[src/rtl/selfu_buf.sv]
// Select / unsigned max-min functional unit with a DEPTH-entry result buffer.
// The buffer head is offered to CDB and ROB independently and retires once both have taken it.
module selfu_buf #(
   parameter int unsigned WIDTH   = 8,
   parameter int unsigned ROBID_W = 4,
   parameter int unsigned DEPTH   = 2
) (
   input  logic                    clk,
   input  logic                    rst,
   input  logic                    input_transmit,
   input  logic [WIDTH-1:0]        operand,
   input  logic [1:0][WIDTH-1:0]   depvals,
   input  logic [7:0]              wbs,
   input  logic [7:0]              flags,
   input  logic [ROBID_W-1:0]      robid,
   input  logic                    cdb_transmit,
   output logic                    cdb_transmit_out,
   output logic [ROBID_W-1:0]      cdb_id,
   output logic [WIDTH-1:0]        cdb_val,
   input  logic                    rob_transmit,
   output logic [ROBID_W-1:0]      robid_out,
   output logic [7:0]              flags_out,
   output logic [7:0]              wbs_out,
   output logic [WIDTH-1:0]        value_out,
   output logic                    rob_transmit_out,
   output logic                    busy
);

   localparam int unsigned PTR_W = (DEPTH > 1) ? $clog2(DEPTH) : 1;
   localparam int unsigned CNT_W = $clog2(DEPTH + 1);

   logic [ROBID_W-1:0] robid_q [DEPTH];
   logic [ROBID_W-1:0] robid_d [DEPTH];
   logic [7:0]         flags_q [DEPTH];
   logic [7:0]         flags_d [DEPTH];
   logic [7:0]         wbs_q   [DEPTH];
   logic [7:0]         wbs_d   [DEPTH];
   logic [WIDTH-1:0]   value_q [DEPTH];
   logic [WIDTH-1:0]   value_d [DEPTH];
   logic [DEPTH-1:0]   cdb_pend_q, cdb_pend_d;
   logic [DEPTH-1:0]   rob_pend_q, rob_pend_d;
   logic [PTR_W-1:0]   head_ptr_q, head_ptr_d;
   logic [PTR_W-1:0]   tail_ptr_q, tail_ptr_d;
   logic [CNT_W-1:0]   count_q, count_d;

   logic             empty;
   logic             push;
   logic             pop;
   logic             cdb_fire;
   logic             rob_fire;
   logic [WIDTH-1:0] op_a;
   logic [WIDTH-1:0] op_b;
   logic [WIDTH-1:0] result;

   assign empty = (count_q == '0);
   assign busy  = (count_q == CNT_W'(DEPTH));

   // Head presentation: registered state only, zeroed when the buffer is empty.
   assign cdb_transmit_out = !empty && cdb_pend_q[head_ptr_q];
   assign rob_transmit_out = !empty && rob_pend_q[head_ptr_q];
   assign cdb_id    = empty ? '0 : robid_q[head_ptr_q];
   assign cdb_val   = empty ? '0 : value_q[head_ptr_q];
   assign robid_out = empty ? '0 : robid_q[head_ptr_q];
   assign flags_out = empty ? '0 : flags_q[head_ptr_q];
   assign wbs_out   = empty ? '0 : wbs_q[head_ptr_q];
   assign value_out = empty ? '0 : value_q[head_ptr_q];

   assign cdb_fire = cdb_transmit && cdb_transmit_out;
   assign rob_fire = rob_transmit && rob_transmit_out;
   assign push     = input_transmit && !busy;
   // Pop once neither sink still owes a transfer after this cycle's handshakes.
   assign pop      = !empty
                     && !(cdb_pend_q[head_ptr_q] && !cdb_fire)
                     && !(rob_pend_q[head_ptr_q] && !rob_fire);

   // Operand resolution and select / compare-select; ties keep a.
   always_comb begin
      op_a = depvals[0];
      op_b = flags[1] ? operand : depvals[1];
      if (!flags[3]) begin
         result = flags[2] ? op_b : op_a;
      end else if (!flags[2]) begin
         result = (op_b > op_a) ? op_b : op_a;
      end else begin
         result = (op_b < op_a) ? op_b : op_a;
      end
   end

   always_comb begin
      robid_d    = robid_q;
      flags_d    = flags_q;
      wbs_d      = wbs_q;
      value_d    = value_q;
      cdb_pend_d = cdb_pend_q;
      rob_pend_d = rob_pend_q;
      head_ptr_d = head_ptr_q;
      tail_ptr_d = tail_ptr_q;
      count_d    = count_q;

      if (cdb_fire) cdb_pend_d[head_ptr_q] = 1'b0;
      if (rob_fire) rob_pend_d[head_ptr_q] = 1'b0;

      if (push) begin
         robid_d[tail_ptr_q]    = robid;
         flags_d[tail_ptr_q]    = flags;
         wbs_d[tail_ptr_q]      = wbs;
         value_d[tail_ptr_q]    = result;
         cdb_pend_d[tail_ptr_q] = ~flags[7];
         rob_pend_d[tail_ptr_q] = 1'b1;
         tail_ptr_d = (tail_ptr_q == PTR_W'(DEPTH - 1)) ? '0 : tail_ptr_q + PTR_W'(1);
      end

      if (pop) begin
         head_ptr_d = (head_ptr_q == PTR_W'(DEPTH - 1)) ? '0 : head_ptr_q + PTR_W'(1);
      end

      count_d = count_q + CNT_W'(push) - CNT_W'(pop);
   end

   always_ff @(posedge clk or negedge rst) begin
      if (!rst) begin
         robid_q    <= '{default: '0};
         flags_q    <= '{default: '0};
         wbs_q      <= '{default: '0};
         value_q    <= '{default: '0};
         cdb_pend_q <= '0;
         rob_pend_q <= '0;
         head_ptr_q <= '0;
         tail_ptr_q <= '0;
         count_q    <= '0;
      end else begin
         robid_q    <= robid_d;
         flags_q    <= flags_d;
         wbs_q      <= wbs_d;
         value_q    <= value_d;
         cdb_pend_q <= cdb_pend_d;
         rob_pend_q <= rob_pend_d;
         head_ptr_q <= head_ptr_d;
         tail_ptr_q <= tail_ptr_d;
         count_q    <= count_d;
      end
   end

endmodule

[config.mk]
export PLATFORM = sky130hd
export DESIGN_NAME = selfu_buf
export DESIGN_NICKNAME = d
export VERILOG_FILES = /design/src/rtl/selfu_buf.sv
export SDC_FILE = /design/constraint.sdc
export NUM_CORES = 1
export LEC_CHECK = 0
export BUFFER_PORTS_ARGS = -buffer_cell sky130_fd_sc_hd__buf_2
export CORE_ASPECT_RATIO = 0.8
export CORE_MARGIN = 1
export CORE_UTILIZATION = 54
export DETAILED_ROUTE_END_ITERATION = 6
export GPL_TIMING_DRIVEN = 0
export PLACE_DENSITY = 0.9
export REMOVE_ABC_BUFFERS = 1
export SYNTH_ARGS = -nofsm -noshare
export SYNTH_HDL_FRONTEND = slang
export SYNTH_SLANG_ARGS = --single-unit
[constraint.sdc]
create_clock -name clk -period 2 [get_ports clk]
set_input_delay 0.4 -clock clk [delete_from_list [all_inputs] [get_ports clk]]
set_output_delay 0.4 -clock clk [all_outputs]
set_load 0.02 [all_outputs]
After elaboration in Yosys (flattened, before gate mapping)
Cells that the tools add are included.
Storage, ports and cells
  bits in latches: 0
  register bits after elaboration: 64
  word-level logic and storage cells: 98
  bits in writable memories: 0
  memory bits (read-only): 0
  memories kept: 0
  output and inout port bits: 43
  bits of input ports: 49
Operators by class
  add/subtract/negate cells: 4
  order comparisons: 9
  shifts and indexed selects: 0
  divide/modulo/power cells: 0
  mux-type cells: 45
  multiply operators: 0
  equality and inequality tests: 1
  bitwise operators: 7
  reductions and logical operators: 19
Operator list (number)
  two-way mux 8 bit: 19
  bitwise mux 16 bit: 3
  two-way mux 4 bit: 5
  logical AND 1 bit: 12
  bitwise mux 8 bit: 1
  demux 8 bit (select 1 bit): 1
  > comparator 8 bit: 1
  less-than comparator 8 bit: 1
  two-way mux 1 bit: 8
  two-way mux 2 bit: 4
  logical NOT 1 bit: 6
  bitwise AND 2 bit: 2
  demux 4 bit (select 1 bit): 1
  >= comparator 2 bit (second input constant): 2
  less-than comparator 1 x 2 -> 1 bit (second input constant): 2
  inverter 1 -> 2 bit: 2
  adder 1 bit (second input constant): 2
  adder 2 x 1 -> 2 bit: 1
  bitwise mux 2 bit: 1
  demux 1 bit (select 1 bit): 2
  == test 2 bit (second input constant): 1
  >= comparator 1 bit (second input constant): 2
  logical NOT 2 bit: 1
  less-than comparator 2 x 1 -> 1 bit (second input constant): 1
  4 further kinds: 4

Logic depth before layout (Yosys ltp)
Gate-level depths: netlist (run 1).
  depth in word-level cells: 10
  depth in mapped cells: 10
  gate-level depth less buffers: 9

Least setup slack after synthesis (run 1)
Ideal clock, no wire load.
  path kind: input -> register
  start: in flags[1]
  end: reg value_q[10] in the netlist's numbering
  data required time: 1.870 ns
  setup slack: -0.485 ns
  cell stages on the path: 9
  data arrival time: 2.356 ns
  buffers on the path: 1
  library setup time: 0.130 ns
  cell sequence: buf_2 > mux2_2 > ha_1 > and4_4 > nand2b_4 > a211oi_4 > nor4_1 > nor4_2 > a21oi_1
On the way
  cells in the longest elaborated chain, start to end: 6
  elaborated cells on any way between the ends: 9
  those cells by class: order compare: 2; mux: 7
Ends and longest elaborated chain
  start: declaration: line 14  | input logic [7:0] flags,
  two-way mux 8 bit *: line 79  | op_b = flags[1] ? operand : depvals[1];
  > comparator 8 bit or less-than comparator 8 bit (tied branches): line 83, 85
  two-way mux 8 bit (on tied branches): line 83, 85
  two-way mux 8 bit: line 82  | end else if (!flags[2]) begin
  two-way mux 8 bit *: line 80  | if (!flags[3]) begin
  bitwise mux 16 bit *: line 107  | value_d[tail_ptr_q] = result;
  end signal: assignment: line 135  | value_q <= value_d;
  end: declaration: line 38  | logic [WIDTH-1:0] value_q [DEPTH];
Every way passes the cells marked *; elsewhere a longest branch is shown, timed or not.
A chain may end at the register's enable or synchronous reset.

Worst setup path after layout (run 1)
  start: in flags[1]
  end: reg value_q[1] in the netlist's numbering
Same word-level chain as after synthesis.

==> results of run 1 <==
-- state kept, by name, indices dropped and copies added, names as in the netlist --
signal,flops
tail_ptr_q,1
count_q,2
flags_q,16
robid_q,8
cdb_pend_q,2
head_ptr_q,1
value_q,16
wbs_q,16
rob_pend_q,2
-- layer usage --
layer,share of wire,wire length (µm)
met5,0,0
met4,0.054,623
met3,0.071,828
met2,0.49,5650
met1,0.39,4490
-- repair_timing --
| action | CTS | global route |
|---|---|---|
| pin swaps | 28 | 7 |
| gates cloned | 3 | 0 |
| resized for setup | 56 | 15 |
| endpoints found under the setup margin | 79 | 18 |
| buffers inserted | 21 | 8 |
-- power by group through the flow --
stage	Combinational [mW]	Clock, mW	Sequential, mW
after floorplan	2.64	0	2.32
after global placement	3.63	0	2.41
after detailed placement	3.92	0	2.32
after CTS	4.32	1.00	2.31
after global routing	4.96	1.06	2.43
final	4.63	0.999	2.37
-- cells by family (layout without fill, tap and decap cells) --
logic type | count (synthesis) | after routing | share of synthesized area
AND/OR/NAND/NOR | 164 | 164 | 0.202
buffers and inverters | 48 | 153 | 0.0786
flip-flops | 64 | 64 | 0.414
AO/OA/AOI/OAI | 56 | 57 | 0.113
multiplexers | 56 | 56 | 0.153
adder cells (fa/ha/maj) | 10 | 10 | 0.0323
XOR/XNOR | 3 | 3 | 0.00679
-- layout by cell type, fill, tap and decap left out, types with 2 or more instances in the layout --
cell type / instances
nand2_1: 87
buf_2: 85
dfrtp_1: 63
nor2_1: 39
buf_4: 29
mux2i_1: 28
mux2_1: 18
a21oi_1: 16
inv_1: 12
o21ai_1: 10
clkbuf_8: 10
nor4_2: 9
mux2_4: 8
ha_4: 8
a2111oi_4: 7
nor3_1: 7
o21ai_0: 5
a21oi_2: 5
buf_12: 5
nor4_4: 4
nor2_4: 3
clkinvlp_4: 3
mux2i_4: 2
xnor2_1: 2
or2_2: 2
o211ai_1: 2
a21oi_4: 2
and4_4: 2
nand2b_4: 2
a211oi_4: 2
nor3_2: 2
clkinv_2: 2
buf_16: 2
buf_6: 2
-- worst max-delay path, delay by kind of cell --
| kind | cells | cell delay, ns |
|---|---|---|
| AOI/OAI and AO/OA | 3 | 0.81 |
| muxes | 1 | 0.33 |
| and+or+nand+nor | 2 | 0.42 |
| adders and majority gates | 1 | 0.29 |
| buffers and inverters | 2 | 0.27 |
-- area by class of cell --
| cell class | instances | area [µm²] |
|---|---|---|
| Sequential cell | 64 | 1600 |
| Tap cell | 87 | 109 |
| Clock buffer | 11 | 141 |
| Fill cell | 431 | 1720 |
| Inverter | 13 | 56.3 |
| Timing Repair Buffer | 124 | 836 |
| Multi-Input combinational cell | 290 | 2390 |
| Clock inverter | 5 | 32.5 |
-- worst max path at each step --
stage                      startpoint                 endpoint  slack (ns)  depth (start not counted)
2_1_floorplan  head_ptr_q$_DFFE_PN0P_     count_q[1]$_DFF_PN0_       -0.59                          8
3_3_place_gp     count_q[1]$_DFF_PN0_     count_q[1]$_DFF_PN0_       -1.34                          7
3_5_place_dp                 flags[1]  value_q[11]$_DFFE_PN0P_       -1.06                          9
4_1_cts                      flags[1]  value_q[11]$_DFFE_PN0P_       -0.11                          9
5_1_grt                      flags[1]  value_q[12]$_DFFE_PN0P_       -0.29                         11
6_report                     flags[1]   value_q[1]$_DFFE_PN0P_       -0.26                          9
==> flow_summary.ini, run 1 <==
[synth]
synth.cell_area_mm2 = 0.00387
synth_top_area_share = 0.414
synth_flop_cell = dfrtp_1
syn_inst = 401
ys_async_sr_fraction = 1.00
synthTopCellsByArea = dfrtp_1 (41%), nand2_1 (8.5%), mux2i_1 (7.8%), mux2_1 (5.2%), nor2_1 (3.9%)
synth_area_leader_cell = dfrtp_1
yosysSeqAreaShare = 0.414
post-synth-top-count-cell = nand2_1
yosysWarnings = 0
synth_edf_count = 0
synth.ff_latch_count = 64
synth_cell_types = 46
syn-mean-instance-area_um2 = 9.65
synth_common_cells = nand2_1 (88), dfrtp_1 (64), nor2_1 (40), mux2i_1 (30), a21oi_1 (20)

[routing]
drtAntennaViolNets = 0
vias = 3514
firstDrtPassIters = 5
routed_wl_mm = 11.6
drcViolationCount = 0
wl_per_cell_um = 19.5
initialDrtViolationCount = 269
viasPerCell = 5.92

[run_status]
violations = setup timing
outcome = complete, but fails checks

[critical_path]
crit_path_end_kind = flip-flop
crit-reg2reg-launch = head_ptr_q$_DFFE_PN0P_
reg2reg_depth = 9
path_class = in -> reg
path_cells = buf_12 -> mux2_4 -> ha_4 -> and4_4 -> a21bo_4 -> buf_4 -> a2111oi_4 -> nor4_4 -> o21ai_1
critPathSlowestCell = a2111oi_4
slowest_delay_ns = 0.39
cp.required_ns = 2.27
cp.arrival_ns = 2.52
r2r_end = count_q[1]$_DFF_PN0_
worstSetupStartpointType = primary input
worstPathMaxFanout = 5
reg2reg_slack_ns = 0.07

[power_and_ir_drop]
p_int_mw = 4.32
total_power_mw = 7.99
p_comb_frac = 0.579
switching_share = 0.459
clkPwrFrac = 0.125
leakagePower_nw = 2.45
powerDensity_mw_per_mm2 = 1550
switchingPower_mw = 3.67
seqPwrFrac = 0.296
vdd_drop_max_mv = 1.37

[clock_network]
cts.clk_slew.worst_paths_ns = 0.07
cts_hold_buf = 0
root_buffer = clkbuf_8
clockBufferDepth = 2
cts_buffers = 9
cts_tree = yes
numClockSinks = 64
insertion_delay_ns = 0.35
htreeDepth = 3

[finish]
diodes = 0
instances_no_fill = 594
syn2layout_area_growth_pct = 33.6
fin_area_mm2 = 0.00517
fin_util = 0.750
drive_above_1_share = 0.414
final_nets = 561

[placed_design]
post-dp-hpwl_mm = 5.93
dp_cells = 546
port_buffers = 91
dpl_cell_area_mm2 = 0.00423
place_congestion = 0.852
post-place-ws_ns = -1.06

[floorplanning]
coreArea_mm2 = 0.00689
io_pins = 92
dieArea_mm2 = 0.00751
die_w_um = 96.7
start_util = 0.562
fp-row-count = 27
die_h_um = 77.7

[global_route]
grt_pass1_vias = 3476
grt.overflow.total = 0
antenna_found_initial = 0
grt_pass1_wl_mm = 17.1
grt_max_degree = 65
grt.total_usage = 0.292
met2_usage = 0.487
busiest_layer = met2
grt_use_met1 = 0.360
grtUsageMet3 = 0.0748

[timing]
rsz0062_at_grt = yes
max_freq_ghz = 0.443
hold_violations = 0
slew_headroom = 0.461
worst_slew_pin_slew_ns = 0.808
fin_ws_ns = -0.259
fin_setup_tns_ns = -3.12
fin_crit_ns = 2.26
drv_slew = 0
clock_skew_ns = 0.00720
fin_crit_sh = 1.13
setup_viol = 16
hold_ws_ns = 0.139

[run]
maxCapViolCount = 0

[worst_hold_path]
hold_class = in -> async
(Power assumes the default switching activity.)
==> run 2, diff against run 1 <==
- BUFFER_PORTS_ARGS: -buffer_cell sky130_fd_sc_hd__buf_2 -> default
- CORE_UTILIZATION: 54 -> 60
- DONT_BUFFER_PORTS: default -> 1
- PLACE_DENSITY: 0.9 -> 0.86
- SETUP_SLACK_MARGIN: default -> 0.15
==> run 2 against run 1 <==
The run ends with hold timing, setup timing left. Sequential share of layout area about the same. Clock power up 25%. Non-clock buffer count is 89 lower. Fmax rose by 1.9%. Critical path depth rose by 2. Flip-flop and latch count unchanged.
==> flow_summary.ini, run 2 (same netlist as run 1, synthesis figures left out) <==
[timing]
fin_crit_sh = 1.11
rsz0062_at_grt = yes
hold_ws_ns = -0.260
hold_violations = 64
fin_ws_ns = -0.216
fin_crit_ns = 2.22
worst_slew_pin_slew_ns = 0.810
max_freq_ghz = 0.451
setup_viol = 13
slew_headroom = 0.460
drv_slew = 0
clock_skew_ns = 0.0110
fin_setup_tns_ns = -1.14

[power_and_ir_drop]
switchingPower_mw = 4.33
p_comb_frac = 0.572
switching_share = 0.471
p_int_mw = 4.86
total_power_mw = 9.19
powerDensity_mw_per_mm2 = 1780
vdd_drop_max_mv = 1.42
clkPwrFrac = 0.136
leakagePower_nw = 2.10
seqPwrFrac = 0.291

[critical_path]
path_cells = mux2_2 -> inv_1 -> ha_1 -> and4_4 -> buf_4 -> a211oi_4 -> buf_4 -> buf_6 -> nor4_2 -> nor4_2 -> a21oi_1
cp.arrival_ns = 2.42
slowest_delay_ns = 0.34
worstSetupStartpointType = primary input
crit_path_end_kind = flip-flop
crit_family = simple AND/OR/NAND/NOR gates
worstPathMaxFanout = 10
critPathSlowestCell = mux2_2
path_class = in -> reg
path_buf_inv = 4
cp.required_ns = 2.20
cp_num_cells = 11
reg2reg_depth = 8

[routing]
wl_per_cell_um = 23.5
firstDrtPassIters = 6
viasPerCell = 6.40
initialDrtViolationCount = 414
drtAntennaViolNets = 0
routed_wl_mm = 11.8
vias = 3206
drcViolationCount = 0

[clock_network]
root_buffer = clkbuf_8
cts_buffers = 9
clockBufferDepth = 2
htreeDepth = 3
cts.clk_slew.worst_paths_ns = 0.08
numClockSinks = 64
insertion_delay_ns = 0.35
cts_tree = yes

[global_route]
grt_max_degree = 65
antenna_found_initial = 0
grt.total_usage = 0.304
grt.overflow.total = 0
grt_pass1_vias = 3138
grt_pass1_wl_mm = 15.6

[placed_design]
port_buffers = 0
post-place-ws_ns = -0.767
place_congestion = 0.908
post-dp-hpwl_mm = 5.42

[floorplanning]
fp-row-count = 25
dieArea_mm2 = 0.00678
die_w_um = 91.8
die_h_um = 73.8
start_util = 0.638
coreArea_mm2 = 0.00607
io_pins = 92

[finish]
syn2layout_area_growth_pct = 33.8
layout_commonest_cell = nand2_1
diodes = 0
fin_util = 0.853
reg.largest.list = flags_q: 16 flops, value_q: 16 flops, wbs_q: 16 flops
drive_above_1_share = 0.417
final_nets = 474
mostFrequentLayoutCells = nand2_1 (87), dfrtp_1 (63), nor2_4 (29)

[run]
maxCapViolCount = 0

[run_status]
violations = hold timing, setup timing
outcome = complete, but fails checks

[worst_hold_path]
hold_class = in -> async
## run 2: cell count changes in the layout (fill, tap and decap cells not counted), sizes merged
cell,delta
buf,-91
bufinv,+2
clkinv,+1
clkinvlp,-2
inv,+1
nor2,+2
## run 2: worst paths after layout
kind | to | slack, ns | startpoint
worst min-delay path | flags_q[12]$_DFFE_PN0P_ | -0.26 | rst
worst min register to register | flags_q[10]$_DFFE_PN0P_ | 0.52 | flags_q[10]$_DFFE_PN0P_
worst max-delay path | value_q[12]$_DFFE_PN0P_ | -0.22 | flags[1]
min in group clk | cdb_pend_q[0]$_DFF_PN0_ | 0.15 | flags[7]
max in group asynchronous | value_q[3]$_DFFE_PN0P_ | 2.15 | rst
worst max register to register | count_q[1]$_DFF_PN0_ | 0.06 | head_ptr_q$_DFFE_PN0P_
## run 2: stage by stage
step,instances,instance area (µm²)
finish,501,5180
global route,501,5180
CTS,485,4580
detailed placement,449,3770
global placement,447,3720
floorplan,366,3620
## run 2: repair_timing
item	CTS	global route
cloned	2	3
endpoints found under the setup margin	84	76
buffers inserted	18	13
endpoints found under the hold margin	64	64
pin swaps	23	33
resized for setup	82	79
## run 2: routing by layer
metal / part of all wire / track usage
met1: 0.38 / 0.382
met2: 0.50 / 0.495
met3: 0.080 / 0.0963
met4: 0.032 / 0.122
met5: 0 / 0
## run 2: cell type report
| cell class | count | area [µm²] |
|---|---|---|
| Inverter | 13 | 56.3 |
| Clock buffer | 9 | 124 |
| Sequential cell | 64 | 1610 |
| Multi-Input combinational cell | 292 | 2790 |
| Clock inverter | 7 | 95.1 |
| Tap cell | 81 | 101 |
| Fill cell | 259 | 891 |
| Timing Repair Buffer | 35 | 403 |
## run 2: power by group through the flow
stage	Combinational [mW]	Clock (mW)	Sequential [mW]
finish	5.26	1.25	2.68
global route	5.58	1.32	2.74
detailed placement	3.11	0	2.47
CTS	4.19	1.24	2.43
global placement	2.97	0	2.42
floorplan	2.64	0	2.32
==> run 3, diff against run 2 <==
- PLACE_DENSITY: 0.86 -> default
- PLACE_DENSITY_LB_ADDON: default -> 0.05
==> run 3 against run 2 <==
The run still ends with hold timing, setup timing left. Count of clock-buffer cells in the layout is 1 higher. Clock power is 9% higher. Non-clock buffer count is 4 lower. Routed wire length is 8.5% lower. Sequential power is 5% lower. Final area is 2.4% lower. Via count is 1.1% lower. Critical path depth is 3 lower. Critical endpoint unchanged. Hold slack better by 0.0032 ns. Utilization is 2.0 points lower. Fmax is 8.3% higher. Setup slack better by 0.17 ns.
==> flow_summary.ini, run 3 (same netlist as run 1, synthesis figures left out) <==
[timing]
drv_slew = 0
fin_crit_sh = 1.02
worst_slew_pin_slew_ns = 0.578
slew_headroom = 0.614
rsz0062_at_grt = yes
hold_ws_ns = -0.257
clock_skew_ns = 0.00655
hold_violations = 64
fin_crit_ns = 2.05
fin_ws_ns = -0.0461
setup_viol = 6
max_freq_ghz = 0.489

[critical_path]
cp.arrival_ns = 2.24
crit_path_end_kind = flip-flop
path_class = in -> reg
crit-reg2reg-launch = head_ptr_q$_DFFE_PN0P_
worstPathMaxFanout = 10
reg2reg_depth = 9
cp-startpoint = flags[1]
worstSetupStartpointType = primary input
cp.required_ns = 2.20

[routing]
vias = 3171
initialDrtViolationCount = 254
drtAntennaViolNets = 0
firstDrtPassIters = 5
viasPerCell = 6.39
routed_wl_mm = 10.8
wl_per_cell_um = 21.7
drcViolationCount = 0

[run_status]
outcome = complete, but fails checks
violations = hold timing, setup timing

[clock_network]
cts_buffers = 9
numClockSinks = 64
root_buffer = clkbuf_8
cts_tree = yes
cts.clk_slew.worst_paths_ns = 0.08
clockBufferDepth = 2
insertion_delay_ns = 0.34
htreeDepth = 3

[finish]
instances_no_fill = 496
fin_util = 0.833
layout_commonest_cell = nand2_1
final_nets = 469
diodes = 0
nFillCells = 305
syn2layout_area_growth_pct = 30.6
reg.largest.list = flags_q: 16 flops, value_q: 16 flops, wbs_q: 16 flops
fin_area_mm2 = 0.00505
drive_above_1_share = 0.378
mostFrequentLayoutCells = nand2_1 (87), dfrtp_1 (63), nor2_4 (28)

[worst_hold_path]
hold_class = in -> async

[floorplanning]
io_pins = 92
dieArea_mm2 = 0.00678
start_util = 0.638
coreArea_mm2 = 0.00607
die_w_um = 91.8
die_h_um = 73.8
fp-row-count = 25

[placed_design]
post-dp-hpwl_mm = 5.24
port_buffers = 0
place_congestion = 0.812
post-place-ws_ns = -0.722
dp_cells = 450
dpl_cell_area_mm2 = 0.00379

[global_route]
antenna_found_initial = 0
grt_pass1_wl_mm = 14.3
grt_max_degree = 65
grt.overflow.total = 0
grt.total_usage = 0.281
grt_pass1_vias = 2804

[power_and_ir_drop]
powerDensity_mw_per_mm2 = 1790
leakagePower_nw = 2.09
vdd_drop_max_mv = 1.27

[run]
maxCapViolCount = 0
[run 3: what timing repair did]
item                                    in CTS  in global routing
pin swaps                                   29                 24
hold endpoints to repair                    64                 64
buffers inserted                            16                  8
endpoints found under the setup margin      83                 74
gates cloned                                 3                  3
resized for setup                           76                 62
[run 3: worst max-delay path, cell delays in order]
cell and delay (ns):
mux2_4 0.31, ha_4 0.23, nor2b_4 0.13, o211ai_4 0.27
a21bo_4 0.30, a2111oi_2 0.11, nor4_2 0.36, a21oi_1 0.13
[run 3: layout make-up]
class | instances | area (µm²) | area share
Multi-Input combinational cell | 291 | 2660 | 0.527
Inverter | 13 | 56.3 | 0.0111
Clock inverter | 6 | 115 | 0.0228
Timing Repair Buffer | 31 | 389 | 0.0770
Sequential cell | 64 | 1600 | 0.317
Clock buffer | 10 | 128 | 0.0252
Tap cell | 81 | 101 | 0.0200
[run 3: worst paths after layout]
kind                                      endpoint  slack, ns
setup / recovery           value_q[12]$_DFFE_PN0P_      -0.05
hold / removal               wbs_q[15]$_DFFE_PN0P_      -0.26
setup reg to reg              count_q[1]$_DFF_PN0_       0.07
hold reg to reg            flags_q[14]$_DFFE_PN0P_       0.48
max in group asynchronous   head_ptr_q$_DFFE_PN0P_       2.15
min in group clk           cdb_pend_q[0]$_DFF_PN0_       0.14
[run 3: metal layers]
metal	track usage	wire [µm]	vias up
li1	-	-	1391
met3	0.0797	779	33
met5	0	0	-
met4	0.0747	275	0
met1	0.397	4480	1570
met2	0.427	5230	177
[run 3: power by group]
part / internal [mW] / leakage, nW / switching, mW / total (mW)
logic: 2.15 / 1.21 / 3.00 / 5.16
clock network: 0.837 / 0.117 / 0.526 / 1.36
registers: 1.94 / 0.770 / 0.594 / 2.54
total: 4.93 / 2.09 / 4.13 / 9.06
[run 3: through the flow]
| stage | power (mW) | setup TNS [ns] |
|---|---|---|
| after global routing | 9.50 | -0.815 |
| after CTS | 7.80 | 0 |
| after global placement | 5.44 | -74.18 |
| final | 9.06 | -0.138 |
| after floorplan | 4.96 | -17.44 |
| after detailed placement | 5.60 | -10.68 |
